### config.mk
export PLATFORM = sky130hd
export DESIGN_NAME = ifu_fetch_ctrl
export DESIGN_NICKNAME = d
export VERILOG_FILES = /design/src/rtl/ifu_fetch_ctrl.sv
export SDC_FILE = /design/constraint.sdc
export NUM_CORES = 1
export LEC_CHECK = 0
export CORE_MARGIN = 2
export CORE_UTILIZATION = 45
export CTS_BUF_LIST = sky130_fd_sc_hd__clkbuf_4
export DETAILED_ROUTE_END_ITERATION = 12
export GPL_ROUTABILITY_DRIVEN = 0
export PLACE_DENSITY = 0.82
export SYNTH_ARGS = -nofsm -noshare
export SYNTH_HDL_FRONTEND = slang
export SYNTH_SLANG_ARGS = --single-unit
export TNS_END_PERCENT = 20
### constraint.sdc
create_clock -name clk -period 3.1 [get_ports clk]
set_clock_uncertainty 0.15 [all_clocks]
set_input_delay 0.31 -clock clk [delete_from_list [all_inputs] [get_ports clk]]
set_output_delay 0.31 -clock clk [all_outputs]
set_load 0.005 [all_outputs]
### src/rtl/ifu_fetch_ctrl.sv
// rtl/ifu_fetch_ctrl.sv - instruction-fetch controller: PC ownership, prioritised redirects,
// AdEL check and a single-outstanding req/gnt/rvalid instruction-memory handshake.
module ifu_fetch_ctrl #(
  parameter int              XLEN       = 32,
  parameter logic [XLEN-1:0] RESET_PC   = 32'h0000_3000,
  parameter logic [XLEN-1:0] EXC_VECTOR = 32'h0000_4180,
  parameter logic [XLEN-1:0] IM_BASE    = 32'h0000_3000,
  parameter logic [XLEN-1:0] IM_LIMIT   = 32'h0000_6FFF,
  parameter int              PC_STEP    = 4
) (
  input  logic            clk,
  input  logic            reset,
  input  logic            stall,
  input  logic            redirect_valid,
  input  logic [XLEN-1:0] redirect_pc,
  input  logic            exc_enter,
  input  logic            eret,
  input  logic [XLEN-1:0] epc,
  output logic            im_req,
  output logic [XLEN-1:0] im_addr,
  input  logic            im_gnt,
  input  logic            im_rvalid,
  input  logic [31:0]     im_rdata,
  output logic            if_valid,
  output logic [31:0]     if_instr,
  output logic [XLEN-1:0] if_pc,
  output logic [XLEN-1:0] if_pc8,
  output logic            if_exc,
  output logic [4:0]      if_exc_code
);

  typedef enum logic [1:0] {S_REQ, S_WAIT, S_KILL, S_HOLD} state_t;

  state_t          state, state_n;
  logic [XLEN-1:0] pc, pc_n, target;
  logic            redirect, bad, gnt_acc;
  logic            load_fetch, load_exc, clr_valid;

  always_comb begin
    target = redirect_pc;
    if (exc_enter)  target = EXC_VECTOR;
    else if (eret)  target = epc;
  end

  assign redirect = exc_enter | eret | redirect_valid;
  assign bad      = (pc[1:0] != 2'b00) | (pc < IM_BASE) | (pc > IM_LIMIT);
  assign im_req   = (state == S_REQ) & ~bad;
  assign im_addr  = pc;
  // A grant only counts while a request is actually being driven.
  assign gnt_acc  = im_req & im_gnt;

  always_comb begin
    state_n    = state;
    pc_n       = pc;
    load_fetch = 1'b0;
    load_exc   = 1'b0;
    clr_valid  = 1'b0;
    case (state)
      S_REQ: begin
        if (redirect) begin
          pc_n      = target;
          clr_valid = 1'b1;
          state_n   = gnt_acc ? S_KILL : S_REQ;
        end else if (bad) begin
          load_exc = 1'b1;
          state_n  = S_HOLD;
        end else if (gnt_acc) begin
          state_n = S_WAIT;
        end
      end
      S_WAIT: begin
        if (redirect) begin
          pc_n      = target;
          clr_valid = 1'b1;
          state_n   = im_rvalid ? S_REQ : S_KILL;
        end else if (im_rvalid) begin
          load_fetch = 1'b1;
          state_n    = S_HOLD;
        end
      end
      S_KILL: begin
        if (redirect) pc_n = target;
        if (im_rvalid) state_n = S_REQ;
      end
      S_HOLD: begin
        if (redirect) begin
          pc_n      = target;
          clr_valid = 1'b1;
          state_n   = S_REQ;
        end else if (!stall) begin
          pc_n      = pc + XLEN'(PC_STEP);
          clr_valid = 1'b1;
          state_n   = S_REQ;
        end
      end
      default: state_n = S_REQ;
    endcase
  end

  always_ff @(posedge clk) begin
    if (reset) begin
      state       <= S_REQ;
      pc          <= RESET_PC;
      if_valid    <= 1'b0;
      if_instr    <= 32'd0;
      if_pc       <= RESET_PC;
      if_pc8      <= RESET_PC + XLEN'(8);
      if_exc      <= 1'b0;
      if_exc_code <= 5'd0;
    end else begin
      state <= state_n;
      pc    <= pc_n;
      if (clr_valid) if_valid <= 1'b0;
      if (load_fetch || load_exc) begin
        if_valid    <= 1'b1;
        if_instr    <= load_fetch ? im_rdata : 32'd0;
        if_pc       <= pc;
        if_pc8      <= pc + XLEN'(8);
        if_exc      <= load_exc;
        if_exc_code <= load_exc ? 5'd4 : 5'd0;
      end
    end
  end

endmodule

==> results of run 1 <==
==> through the flow <==
step,total power [mW],utilization [%],setup slack (ns),cells,cell area [µm²]
after floorplan,2.070,-,0.8765,753,6344
after global placement,2.408,63.77,0.4264,1117,8817
after detailed placement,2.416,63.77,0.3362,1117,8817
after CTS,3.674,66.00,0.004461,1148,9126
after global routing,3.808,66.12,0.06530,1149,9143
final,3.668,66.12,0.1197,1149,9143
==> power by group through the flow <==
| stage | sequential [mW] | clock, mW | combinational [mW] |
|---|---|---|---|
| after detailed placement | 1.82 | 0 | 0.596 |
| after global routing | 1.79 | 1.36 | 0.649 |
| final | 1.79 | 1.28 | 0.606 |
| after CTS | 1.78 | 1.29 | 0.598 |
| after global placement | 1.82 | 0 | 0.588 |
| after floorplan | 1.79 | 0 | 0.282 |
==> worst register-to-register path, stage by stage (launching register included) <==
cell     delay, ns
dfxtp_1       0.52
ha_1          0.30
nand2_1       0.16
or4_1         0.69
nor4_1        0.48
xnor2_1       0.20
o22ai_1       0.12
==> timing repair <==
action / CTS / global route
setup buffers: 0 / 0
setup endpoints to repair: 0 / 1
resized for setup: 0 / 3
==> cell families (layout without fill, tap and decap cells) <==
family / count (synthesis) / after routing
xor+xnor: 37 / 37
compound gates: 266 / 266
other cells: 1 / 5
buf+inv: 98 / 313
mux: 11 / 11
flops: 129 / 129
fa+ha+maj: 2 / 2
simple gates: 206 / 206
==> placed cells by master (no fill, tap or decap), types with 4 or more instances in the layout <==
master and n:
nand3_1 53, mux2i_1 9, a211oi_1 28, nor2_1 34, o221ai_1 5, and3_1 9
a22o_1 33, clkbuf_4 19, nor4_1 13, o32ai_1 6, buf_4 38, inv_1 10
nand4_1 11, conb_1 4, o311ai_0 4, xnor2_1 21, o21ai_0 47, nor3_1 14
nand2_1 36, a21oi_1 79, clkdlybuf4s50_1 234, o211ai_1 4, nand2b_1 5, o22ai_1 9
dfxtp_1 128, a22oi_1 11, o31ai_1 4, bufinv_16 4, xor2_1 16
==> area by class of cell <==
type	count	area (µm²)	share of cell area [%]
Multi-Input combinational cell	526	3357	36.72
Inverter	10	37.54	0.4106
Clock buffer	19	142.6	1.560
Tap cell	180	225.2	2.463
Timing Repair Buffer	272	2628	28.74
Antenna cell	1	2.502	0.02737
Sequential cell	129	2584	28.26
Clock inverter	12	166.4	1.820
==> layer usage <==
layer / routed length (µm) / vias up / global-route usage, % / share of wire, %
li1: - / 3196 / - / -
met1: 8767 / 3158 / 36.56 / 39
met2: 10050 / 483 / 46.56 / 45
met3: 2864 / 65 / 11.25 / 13
met4: 825 / 0 / 12.72 / 3.7
met5: 0 / - / 0 / 0
==> worst max path at each step <==
stage | end | slack [ns] | depth (start not counted)
floorplan | if_pc8[27] | 0.88 | 7
global placement | if_pc8[3] | 0.43 | 7
detailed placement | if_pc8[21] | 0.34 | 7
CTS | im_req | 0.004 | 4
global route | im_req | 0.07 | 4
finish | im_req | 0.12 | 4
==> registers in the layout (all words and copies together) (netlist names) <==
register and count:
im_addr 32, state 2, if_pc8 29, if_exc_code 1, if_pc 32, if_instr 32, if_valid 1
==> qor.txt, run 1 <==
Status -> finished clean
WHS Path Cells -> 2
Final nets -> 1062
Critical R2R Launch -> im_addr[4]
Drt via density -> 6.007
Clock power frac -> 34.8%
Remaining DRCs -> 0
Yosys reg bits -> 129
Worst Setup Start Kind -> flop
Port Buffers -> 235
Worst Hold Class -> in -> reg
Worst slew pin tran -> 0.6370 ns
Final wirelength -> 22510 µm
Synth Warn # -> 0
Critical-path cell list -> nor4_1 > nand3_1 > nor4_2 > clkdlybuf4s50_1
Combinational power share -> 16.5%
Die height -> 122.6 µm
Slowest cell delay on critical path -> 0.60 ns
Worst EP arrival -> 2.52 ns
Total GRT Usage -> 29.74%
Critical path peak fanout -> 9
DR iter-0 viols -> 782
Sequential share of the synthesized area -> 40.78%
Pwr/cell area -> 401.2 nW/µm²
Die width -> 122.6 µm
Area share of the largest cell type after synthesis -> 40.78%
Switch Pwr -> 985.8 µW
Worst Min Path Start -> reset
Crit. End Element -> output pin
Starting Density -> 45.80%
Final ANT Viol Nets -> 0
DRT Pass-1 Iters -> 7
Async SR Flop Fraction -> 0%
Top FF cell, synth -> dfxtp_1
Synth area leader -> dfxtp_1
Clk buf depth -> 2
Mux contribution to synthesized area -> 1.778%
Final critical-path required period -> 2.980 ns
CTS H-tree depth -> 4
Rel. slew slack -> 57.14%
EDFF count, synth -> 0
Layout area overhead -> 44.38%
Ports -> 240
Crit path buf inv count -> 1
Post-synthesis adder-cell area fraction -> 0.3952%
Final setup TNS -> 0 ns
Gr ovfl total -> 0
Internal power -> 2.682 mW
Vias in the first global route -> 6371
First-pass GRT wire length -> 34400 µm
Most frequent cell after synthesis -> dfxtp_1
Post-synthesis compound-gate area fraction -> 27.86%
Layout cells sized above 1 -> 9.194%
Xor/xnor share of the synthesized area -> 5.118%
Hold_ws -> 0.09548 ns
Final Hold Vio Count -> 0
Largest net degree at the start of global routing -> 57
Hold Path Sink -> im_addr[14]
Die area -> 15040 µm²
CTS sink cnt -> 129
R2R Setup Slk -> 0.37 ns
Tcrit/Tclk final -> 96.14%
Max Cap Viol -> 0
Reg clk slew, reported paths -> 0.11 ns
Root buffer cell -> clkbuf_4
Fmax -> 0.3355 GHz
Clock Latency Late Sink -> 0.57 ns
Final setup violation count -> 0
Reg2reg end -> im_addr[19]
Final max-slew violation count -> 0
Post-synthesis cell count -> 750
Slowest cell on the critical path -> clkdlybuf4s50_1
Peak VDD IR -> 0.2251 mV
CTS tree -> yes
Post-DP HPWL -> 16500 µm
Initial antenna violation count -> 1
Syn_area_per_cell -> 8.443 µm²
Fill cells -> 1153
Critical path type -> reg -> out
Post-Synth Simple-Gate Area -> 17.21%
Most common library cells after synthesis -> dfxtp_1 (129), a21oi_1 (80), clkbuf_1 (53), nand3_1 (53), o21ai_0 (47)
Cts hold-fix bufs -> 0
Seq pwr share -> 48.7%
Library cells used by synthesis -> 67
Core area -> 13830 µm²
Worst setup path startpoint -> im_addr[22]
Req. time, crit path -> 2.64 ns
Largest cells by area after synthesis -> dfxtp_1 (41%), a21oi_1 (6.3%), a22o_1 (4.6%)
TritonCTS Buffers -> 17
Vias -> 6902
Leakage -> 3.104 nW
Main combinational cell family by area after synthesis -> compound AO/OA/AOI/OAI gates
Avg WL per Cell -> 19.59 µm
Crit path max-delay family -> simple AND/OR/NAND/NOR gates
RSZ-0062 raised after global routing -> false
Cell count of the worst reg-to-reg path -> 6
Switching share of power -> 26.88%
Cell Rows -> 43
Post-Syn Area -> 6332 µm²
Power figures use the tool's default switching activity.
==> run 2: changes to the inputs <==
--- a/config.mk
+++ b/config.mk
@@ -11,6 +11,7 @@
 export DETAILED_ROUTE_END_ITERATION = 12
 export GPL_ROUTABILITY_DRIVEN = 0
 export PLACE_DENSITY = 0.82
+export SETUP_SLACK_MARGIN = 0.3
 export SYNTH_ARGS = -nofsm -noshare
 export SYNTH_HDL_FRONTEND = slang
 export SYNTH_SLANG_ARGS = --single-unit
==> qor.txt, run 2 (synthesized netlist as in run 1, its figures left out) <==
Status -> finished clean
Remaining DRCs -> 0 (unchanged)
Final nets -> 1062 (unchanged)
Fmax -> 0.3755 GHz (+12%)
Vias -> 6959 (+0.83%)
Final setup violation count -> 0 (unchanged)
Layout cells sized above 1 -> 9.607% (+0.41 points)
Critical path type -> reg -> reg
DRT Pass-1 Iters -> 6 (-1)
Tcrit/Tclk final -> 85.91% (-10 points)
Cell Rows -> 43 (unchanged)
Core area -> 13830 µm² (unchanged)
Ports -> 240 (unchanged)
Commonest non-fill, non-tap cells in the layout -> clkdlybuf4s50_1 (233), dfxtp_1 (127), a21oi_1 (79)
Critical path peak fanout -> 8 (-1)
Starting Density -> 45.80% (unchanged)
Worst slew pin tran -> 0.6217 ns (-0.01538 ns)
CTS tree -> yes
Rel. slew slack -> 58.17% (+1.0 points)
Req. time, crit path -> 3.38 ns (+0.74 ns)
Largest net degree at the start of global routing -> 57 (unchanged)
Reg clk slew, reported paths -> 0.11 ns (about the same)
Final wirelength -> 22540 µm (+0.14%)
Peak VDD IR -> 0.2225 mV (-1.1%)
Avg WL per Cell -> 19.62 µm (+0.14%)
Port Buffers -> 235 (unchanged)
Clk buf depth -> 2 (unchanged)
Final critical-path required period -> 2.663 ns (-0.3171 ns)
Slowest cell delay on critical path -> 0.70 ns (+0.10 ns)
Worst Setup Start Kind -> flop
Worst Hold Class -> in -> reg
Clock Latency Late Sink -> 0.57 ns (about the same)
Leakage -> 3.112 nW (+0.25%)
Die area -> 15040 µm² (unchanged)
Crit. End Element -> flop
Vias in the first global route -> 6361 (-0.16%)
RSZ-0062 raised after global routing -> false
FF/Latch Area -> 2585 µm² (about the same)
First-pass GRT wire length -> 34470 µm (+0.20%)
TritonCTS Buffers -> 17 (unchanged)
Cts hold-fix bufs -> 0 (unchanged)
Slowest cell on the critical path -> or4_1
CTS sink cnt -> 129 (unchanged)
Layout area overhead -> 44.68%
Setup Fix Bufs, Post-CTS -> 0 (unchanged)
Initial antenna violation count -> 1 (unchanged)
Final ANT Viol Nets -> 0 (unchanged)
Drt via density -> 6.057 (+0.83%)
Worst EP arrival -> 2.95 ns (+0.43 ns)
Total GRT Usage -> 29.75% (about the same)
Post-DP HPWL -> 16500 µm (unchanged)
R2R Setup Slk -> 0.44 ns (+0.07 ns)
Max Cap Viol -> 0 (unchanged)
Final Hold Vio Count -> 0 (unchanged)
Root buffer cell -> clkbuf_4
Most common cell after layout, fill and taps aside -> clkdlybuf4s50_1
CTS H-tree depth -> 4 (unchanged)
Die width -> 122.6 µm (unchanged)
Final setup TNS -> 0 ns (unchanged)
DR iter-0 viols -> 765 (-2.2%)
Layout Cells excl Fill -> 1149 (unchanged)
Critical-path cell list -> ha_1 > nand2_1 > or4_1 > nor4_2 > xnor2_1 > o22ai_1
Fill cells -> 1151 (-0.17%)
Area of the multi-input gates -> 3376 µm² (+0.56%)
Gr ovfl total -> 0 (unchanged)
Pwr/cell area -> 400.8 nW/µm² (about the same)
Final max-slew violation count -> 0 (unchanged)
Placed cells -> 1117 (unchanged)
Hold_ws -> 0.09510 ns (-0.0003776 ns)
Die height -> 122.6 µm (unchanged)
-- run 2: changes by cell type in the layout (fill, tap and decap cells not counted) --
| cell | previous run | this run |
|---|---|---|
| nor4_1 | 13 | 10 |
| dfxtp_1 | 128 | 127 |
| dfxtp_2 | 1 | 2 |
| dlygate4sd2_1 | 0 | 1 |
| clkdlybuf4s50_1 | 234 | 233 |
| nor4_2 | 3 | 6 |
-- run 2: cell type report --
cell class / instances / share of cell area, %
Clock inverter: 12 / 1.816
Tap cell: 180 / 2.458
Inverter: 10 / 0.4097
Clock buffer: 19 / 1.557
Antenna cell: 1 / 0.02731
Sequential cell: 129 / 28.22
Timing Repair Buffer: 272 / 28.67
Multi-Input combinational cell: 526 / 36.85
-- run 2: through the flow --
stage	util (%)	cell area (µm²)	power (mW)	setup WS (ns)
after floorplan	-	6344	2.070	0.8765
after global placement	63.77	8817	2.408	0.4264
after detailed placement	63.77	8817	2.416	0.3362
after CTS	66.19	9153	3.678	0.3894
after global routing	66.26	9161	3.810	0.3228
final	66.26	9161	3.672	0.4368
-- run 2: layer usage --
layer,vias up,wire length [µm],GRT usage [%]
met1,3205,8733,36.76
met3,73,2860,10.73
met4,0,833,11.64
met5,-,0,0
met2,473,10110,47.26
li1,3208,-,-
-- run 2: path summary, 6_finish.rpt --
check	from	end	cells after the start
setup / recovery	im_addr[4]	im_addr[19]	6
hold / removal	reset	im_addr[14]	2
setup reg to reg	im_addr[4]	im_addr[19]	6
hold reg to reg	if_pc[13]	if_pc[13]	1
-- run 2: timing repair --
action,in CTS,in global routing
cloned,0,0
gates resized for setup,7,1
endpoints found under the setup margin,1,1
-- run 2: power by group --
| group | switching [mW] | internal (mW) | leakage (nW) | total, mW |
|---|---|---|---|---|
| Sequential | 0.0753 | 1.71 | 1.05 | 1.79 |
| Clock | 0.634 | 0.644 | 0.163 | 1.28 |
| Combinational | 0.279 | 0.327 | 1.90 | 0.606 |
-- run 2: worst max-delay path: cells and delay by family, from the launching register on --
kind | cells | cell delay, ns
compound gates | 1 | 0.12
xor+xnor | 1 | 0.19
fa+ha+maj | 1 | 0.30
flops | 1 | 0.51
simple gates | 3 | 1.26
